<file path="config.mk">
export PLATFORM = sky130hd
export DESIGN_NAME = serial_frame_receiver
export DESIGN_NICKNAME = d
export VERILOG_FILES = /design/src/rtl/serial_frame_receiver.sv
export SDC_FILE = /design/constraint.sdc
export NUM_CORES = 1
export LEC_CHECK = 0
export CAP_MARGIN = 25
export CORE_MARGIN = 2
export CORE_UTILIZATION = 55
export CTS_BUF_LIST = sky130_fd_sc_hd__clkbuf_8
export CTS_CLUSTER_DIAMETER = 80
export DETAILED_ROUTE_END_ITERATION = 12
export PLACE_DENSITY = 0.83
export RECOVER_POWER = 100
export SLEW_MARGIN = 0
export SYNTH_ARGS = -nofsm -noshare
export SYNTH_HDL_FRONTEND = slang
export SYNTH_SLANG_ARGS = --single-unit
</file>
<file path="constraint.sdc">
create_clock -name CLK -period 2.25 [get_ports CLK]
set_input_delay 0.3375 -clock CLK [delete_from_list [all_inputs] [get_ports CLK]]
set_output_delay 0.3375 -clock CLK [all_outputs]
set_load 0.03 [all_outputs]
</file>
<file path="src/rtl/serial_frame_receiver.sv">
// rtl/serial_frame_receiver.sv - parametrised async serial frame receiver with valid/ready holding register
module serial_frame_receiver #(
    parameter int DATA_BITS    = 8,
    parameter int CLKS_PER_BIT = 16,
    parameter int PARITY_MODE  = 0,
    parameter int STOP_BITS    = 1
) (
    input  logic                 CLK,
    input  logic                 RST_N,
    input  logic                 SerialIN,
    output logic [DATA_BITS-1:0] ParallelOUT,
    output logic                 OutValid,
    input  logic                 OutReady,
    output logic                 FrameErr,
    output logic                 ParityErr,
    output logic                 Overrun,
    output logic                 Busy
);
    localparam int HALF   = CLKS_PER_BIT / 2;
    localparam int TICK_W = $clog2(CLKS_PER_BIT);
    localparam int BIT_W  = 5;
    localparam logic [TICK_W-1:0] HALF_TICK  = TICK_W'(HALF - 1);
    localparam logic [TICK_W-1:0] LAST_TICK  = TICK_W'(CLKS_PER_BIT - 1);
    localparam logic [BIT_W-1:0]  LAST_DATA  = BIT_W'(DATA_BITS - 1);
    localparam logic [BIT_W-1:0]  LAST_STOP  = BIT_W'(STOP_BITS - 1);
    localparam logic              ODD_PARITY = (PARITY_MODE == 2);

    typedef enum logic [2:0] {IDLE, START, DATA, PARITY, STOP} rxState_t;

    rxState_t             state;
    logic                 syncA, syncB, prevLine;
    logic [1:0]           settleCnt;
    logic                 armed;
    logic [TICK_W-1:0]    tickCnt;
    logic [BIT_W-1:0]     bitCnt;
    logic [DATA_BITS-1:0] shiftReg;
    logic                 parityErrAcc;
    logic                 stopErrAcc;

    logic startEdge, tickDone, frameErrNext;

    assign startEdge    = armed && prevLine && !syncB;
    assign tickDone     = (tickCnt == LAST_TICK);
    assign frameErrNext = stopErrAcc | ~syncB;

    always_ff @(posedge CLK) begin
        if (!RST_N) begin
            state        <= IDLE;
            syncA        <= 1'b1;
            syncB        <= 1'b1;
            prevLine     <= 1'b1;
            settleCnt    <= 2'd0;
            armed        <= 1'b0;
            tickCnt      <= '0;
            bitCnt       <= '0;
            shiftReg     <= '0;
            parityErrAcc <= 1'b0;
            stopErrAcc   <= 1'b0;
            ParallelOUT  <= '0;
            OutValid     <= 1'b0;
            FrameErr     <= 1'b0;
            ParityErr    <= 1'b0;
            Overrun      <= 1'b0;
            Busy         <= 1'b0;
        end else begin
            syncA    <= SerialIN;
            syncB    <= syncA;
            prevLine <= syncB;

            // The synchroniser resets to 1, so a line held low across reset must be
            // seen high at least once before a falling edge counts as a start.
            if (settleCnt != 2'd2) begin
                settleCnt <= settleCnt + 2'd1;
            end else if (syncB) begin
                armed <= 1'b1;
            end

            Overrun <= 1'b0;
            if (OutValid && OutReady) begin
                OutValid <= 1'b0;
            end

            case (state)
                IDLE: begin
                    if (startEdge) begin
                        state   <= START;
                        tickCnt <= '0;
                        Busy    <= 1'b1;
                    end
                end
                START: begin
                    if (tickCnt == HALF_TICK) begin
                        tickCnt      <= '0;
                        bitCnt       <= '0;
                        parityErrAcc <= 1'b0;
                        stopErrAcc   <= 1'b0;
                        if (syncB) begin
                            state <= IDLE;
                            Busy  <= 1'b0;
                        end else begin
                            state <= DATA;
                        end
                    end else begin
                        tickCnt <= tickCnt + 1'b1;
                    end
                end
                DATA: begin
                    if (tickDone) begin
                        tickCnt  <= '0;
                        shiftReg <= {syncB, shiftReg[DATA_BITS-1:1]};
                        if (bitCnt == LAST_DATA) begin
                            bitCnt <= '0;
                            state  <= (PARITY_MODE != 0) ? PARITY : STOP;
                        end else begin
                            bitCnt <= bitCnt + 1'b1;
                        end
                    end else begin
                        tickCnt <= tickCnt + 1'b1;
                    end
                end
                PARITY: begin
                    if (tickDone) begin
                        tickCnt      <= '0;
                        parityErrAcc <= ((^shiftReg) ^ syncB) != ODD_PARITY;
                        state        <= STOP;
                    end else begin
                        tickCnt <= tickCnt + 1'b1;
                    end
                end
                STOP: begin
                    if (tickDone) begin
                        tickCnt <= '0;
                        if (bitCnt == LAST_STOP) begin
                            bitCnt <= '0;
                            state  <= IDLE;
                            Busy   <= 1'b0;
                            // Load when the register is empty or being drained this cycle.
                            if (!OutValid || OutReady) begin
                                ParallelOUT <= shiftReg;
                                FrameErr    <= frameErrNext;
                                ParityErr   <= parityErrAcc;
                                OutValid    <= 1'b1;
                            end else begin
                                Overrun <= 1'b1;
                            end
                        end else begin
                            bitCnt     <= bitCnt + 1'b1;
                            stopErrAcc <= frameErrNext;
                        end
                    end else begin
                        tickCnt <= tickCnt + 1'b1;
                    end
                end
                default: begin
                    state <= IDLE;
                    Busy  <= 1'b0;
                end
            endcase
        end
    end
endmodule

</file>
* Yosys cells after proc, flatten, opt, wreduce, memory -nomap -nowiden
Index checks and enable logic that the tools add are counted.
** Word-level totals
- Register bits after elaboration :: 41
- Output and inout port bits :: 13
- Word-level logic and storage cells :: 104
** Operators by class
- Bitwise operators :: 5
- Reductions and logical operators :: 25
- Equal/unequal tests :: 17
- Multiplexer cells :: 37
- Add/sub/neg operators :: 3
** Operators with widths (number)
- 5-bit two-way mux :: 5
- 3-bit two-way mux :: 7
- 2-bit != test (second input constant) :: 10
- 4-bit AND reduction :: 4
- 1-bit two-way mux :: 15
- 3-bit case mux with 5 select lines :: 1
- 5-bit case mux with 3 select lines :: 1
- 4-bit two-way mux :: 3
- 4-bit case mux with 3 select lines :: 1
- 8-bit parity :: 1
- 7-bit AND reduction :: 1
- 3-bit by 2-bit equality test with 1-bit output (second input constant) :: 2
- 2-bit AND reduction :: 3
- 6-bit AND reduction :: 1
- 3-bit nonzero test :: 2
- 5-bit by 1-bit adder with 5-bit output (second input constant) :: 1
- 5-bit by 3-bit equality test with 1-bit output (second input constant) :: 1
- 5-bit logical NOT :: 1
- 4-bit by 1-bit adder with 4-bit output (second input constant) :: 1
- 4-bit by 3-bit equality test with 1-bit output (second input constant) :: 1
- 4-bit equality test (second input constant) :: 1
- 1-bit case mux with 2 select lines :: 2
- 1-bit case mux with 4 select lines :: 1
- 2-bit nonzero test :: 2
- other kinds (14) :: 19

* Longest topological paths before layout
- Depth after elaboration :: 6
- Gate-level depth with buffers :: 7

* Worst setup path after synthesis
No wires, ideal clock.
- Path kind :: register to register
- From :: reg bitCnt[0]
- To :: reg ParallelOUT[0]
- Setup slack :: 462 ps
- Arrival :: 1660 ps
- Path buffers :: 1
- Library setup time :: 128 ps
- Data required time :: 2122 ps
- Cell stages (with the launch flop) :: 8
- Path through :: dfxtp_1 inv_1 ha_1 or4b_4 nor4_4 buf_6 mux2i_1 nor2_1
** On the way
- Longest elaborated chain between the ends :: 2
** Ends and longest elaborated chain
- start: declaration :: line 35 : logic [BIT_W-1:0] bitCnt;
- start signal: assignment :: line 115 : bitCnt <= bitCnt + 1'b1;
- start signal: assignment :: line 147 : bitCnt <= bitCnt + 1'b1;
- 5-bit logical NOT :: line 133 : if (bitCnt == LAST_STOP) begin
- 4-bit AND reduction (no source line)
- end signal: assignment :: line 139 : ParallelOUT <= shiftReg;
- end: declaration :: line 11 : output logic [DATA_BITS-1:0] ParallelOUT,
Every way passes these cells.
A chain may end at the register's enable or synchronous reset.

* Final worst setup path
- From :: reg bitCnt[0]
- To :: reg state[0]
** On the way
- Longest elaborated chain between the ends :: 3
- Elaborated cells on any way between the ends :: 5
- Those cells by class :: 3 x eq/ne; 2 x reduce/logical
** Ends and longest elaborated chain
- 5-bit by 3-bit equality test with 1-bit output or 5-bit logical NOT (tied branches) :: line 111, 133
- 2-bit != test (no source line)
- 7-bit AND reduction (no source line) *
- end signal: assignment :: line 113 : state <= (PARITY_MODE != 0) ? PARITY : STOP;
- end: declaration :: line 30 : rxState_t state;
Mark *: on every way between the ends. The rest lies on a longest branch, timed or not.

==> results.json <==
{
  "ys_warn_count": 0,
  "synth_cell_types": 45,
  "io_buffers": 16,
  "whs_ns": 0.410,
  "r2r-start": "bitCnt[0]",
  "synthAdderAreaFrac_pct": 2.51,
  "grt_pass1_vias": 1445,
  "cts-buffers-inserted": 5,
  "ys_seq_area_share_pct": 41.2,
  "dr.first_iter.drc_count": 82,
  "max_slew_margin_pct": 58.3,
  "status": "finished, final reports clean",
  "die_w_um": 64.2,
  "core_area_um2": 3420,
  "critical_path.startpoint": "bitCnt[0]",
  "grt_overflow": 0,
  "rsz0062_at_grt": "no",
  "wl_per_cell_um": 12.8,
  "worstPathArrival_ns": 2.26,
  "powerDensity_nw_per_um2": 679,
  "ant_nets": 0,
  "synth_ff_type": "dfxtp_1",
  "clkTransAtPathRegs_ns": 0.09,
  "maxCapViolCount": 0,
  "muxShareOfSynthArea_pct": 6.59,
  "finalSetupViolCount": 0,
  "antenna_found_initial": 0,
  "cts_root_buffer": "clkbuf_8",
  "leakagePower_nw": 0.823,
  "hold_buffers": 0,
  "layout.cells.non_filler": 288,
  "ys_ff_latch": 41,
  "period_share_pct": 91.0,
  "async_flop_share_pct": 0,
  "dpl.hpwl_mm": 2.61,
  "vdd_drop_max_v": 0.000639,
  "drv_slew": 0,
  "synthXorXnorAreaFrac_pct": 4.21,
  "first_pass_iters": 4,
  "synth_compound_area_share_pct": 12.9,
  "gp_congestion": 0.877,
  "synth-edff-count": 0,
  "synth_simple_gate_area_share_pct": 28.1,
  "cts_post_setup_buffers_inserted": 0,
  "die_y_um": 64.2,
  "ioPinCount": 17,
  "hold_violations": 0,
  "max_freq_ghz": 0.488,
  "grt_usage_pct": 20.1,
  "tightestPinTransition_ns": 0.625,
  "fin_nets": 249,
  "ctsResizeCount": 0,
  "min_from": "syncA",
  "critPathRequiredTime_ns": 2.46,
  "cp_max_fo": 6,
  "clock_skew_ns": 0.0111,
  "fp-row-count": 21,
  "die_area_um2": 4120,
  "setup.worst_path.end_class": "register",
  "initial_core_util_pct": 58.4,
  "finalPower_mw": 1.53,
  "dpl.cell_count": 280,
  "worstHoldPathType": "reg2reg",
  "vias": 1590,
  "postLayoutCoreUtil_pct": 66.0,
  "setup.worst_path.start_class": "register",
  "syn_area_um2": 1990,
  "syn-num-nets": 233,
  "syn_avg_cell_area_um2": 8.86,
  "clock_path_buffers": 2,
  "clk_latency_ns": 0.30,
  "grt_pass1_wl_mm": 6.51,
  "fin_tns_setup_ns": 0,
  "grt_max_degree": 33,
  "drive_above_1_share_pct": 7.85,
  "min_period_ns": 2.05,
  "cts_num_sinks": 41,
  "num_antenna_cells": 0,
  "synth_top_family_by_area": "simple AND/OR/NAND/NOR gates",
  "critical_path_class": "reg2reg",
  "tritoncts": "done",
  "drc": 0,
  "htree_levels": 2,
  "routed_wl_mm": 3.68,
  "syn_inst": 225,
  "vias_per_cell": 5.52,
  "syn2layout_area_growth_pct": 13.1
}
## where the power goes
| group | total, mW | internal (mW) | leakage (nW) | switching (mW) |
|---|---|---|---|---|
| Clock | 0.468 | 0.214 | 0.0439 | 0.254 |
| Combinational | 0.251 | 0.106 | 0.447 | 0.144 |
| Sequential | 0.813 | 0.769 | 0.332 | 0.0443 |
## cells in the mapped netlist, types with 2 or more instances
cell / instances / area (µm²)
nor2_1: 24 / 90.1
mux2i_1: 12 / 120
nor3b_1: 2 / 15.0
nor4b_1: 2 / 17.5
o21a_1: 3 / 22.5
a21oi_1: 20 / 100
clkbuf_1: 8 / 30.0
nand2b_1: 7 / 43.8
buf_2: 3 / 15.0
xor2_1: 3 / 26.3
xnor2_1: 4 / 35.0
nor4bb_1: 2 / 20.0
a311oi_1: 2 / 17.5
or3_1: 2 / 12.5
buf_4: 2 / 15.0
and3_1: 3 / 18.8
nor2b_1: 4 / 25.0
nand3_1: 14 / 70.1
dfxtp_1: 41 / 821
inv_1: 5 / 18.8
ha_1: 4 / 50.1
nor3_1: 3 / 15.0
nand3b_1: 4 / 30.0
o21ai_0: 6 / 30.0
nand2_1: 24 / 90.1
nor3b_2: 2 / 25.0
## flip-flops by register name, indices dropped and copies added, names as in the netlist
signal / flops
ParityErr: 1
syncA: 1
settleCnt: 2
Overrun: 1
Busy: 1
armed: 1
state: 3
bitCnt: 5
tickCnt: 4
ParallelOUT: 8
OutValid: 1
stopErrAcc: 1
shiftReg: 8
prevLine: 1
syncB: 1
FrameErr: 1
parityErrAcc: 1
## cells in the final DEF, fill, tap and decap left out, drive strengths merged, types with 4 or more instances in the layout
master       instances
buf                  4
nand2               24
nand3               14
o21ai                6
clkbuf               8
a21oi               20
nand2b               7
xnor2                4
dlygate4sd3         14
nor2b                4
nor3                 4
ha                   4
nor2                24
dfxtp               41
nand3b               4
nor3b                4
mux2i               12
inv                  5
## final timing paths
kind                            endpoint  cells past startpoint  slack [ns]
worst max-delay path            state[0]                      6        0.20
worst min-delay path               syncB                      1        0.41
worst max register to register  state[0]                      6        0.20
worst min register to register     syncB                      1        0.41
## logic make-up after synthesis
family,after synthesis
xor+xnor,8
fa+ha+maj,4
compound gates,40
flops,41
buf+inv,19
simple gates,100
mux,13
## metrics by stage
| step | instance area (µm²) | setup slack [ns] |
|---|---|---|
| 6_report | 2250 | 0.203 |
| 3_3_place_gp | 2190 | 0.397 |
| 3_5_place_dp | 2190 | 0.292 |
| 4_1_cts | 2280 | 0.285 |
| 5_1_grt | 2250 | 0.135 |
| 2_1_floorplan | 1990 | 0.462 |
## critical path, stage by stage (launching register included)
cell	delay (ns)
dfxtp_1	0.34
inv_1	0.08
ha_1	0.14
or4b_4	0.51
a22o_1	0.37
nor3_4	0.24
mux2i_1	0.29
## final cells by class
cell class | count | area (µm²)
repair buffers | 23 | 203
multi-input cells | 165 | 1070
inverters | 5 | 18.8
flip-flops and latches | 41 | 821
clock buffers | 5 | 68.8
well taps | 46 | 57.6
fillers | 282 | 1160
clock inverters | 3 | 17.5
## layer usage
metal	part of all wire [%]	routed length [µm]	vias to the layer above	global-route usage (%)
met5	0	0	-	0
met4	2.3	85	0	9.57
met3	4.9	179	11	4.75
met2	44	1630	35	30.9
li1	-	-	823	-
met1	48	1780	721	26.7
Note: power is estimated with default switching activity, not from simulation.
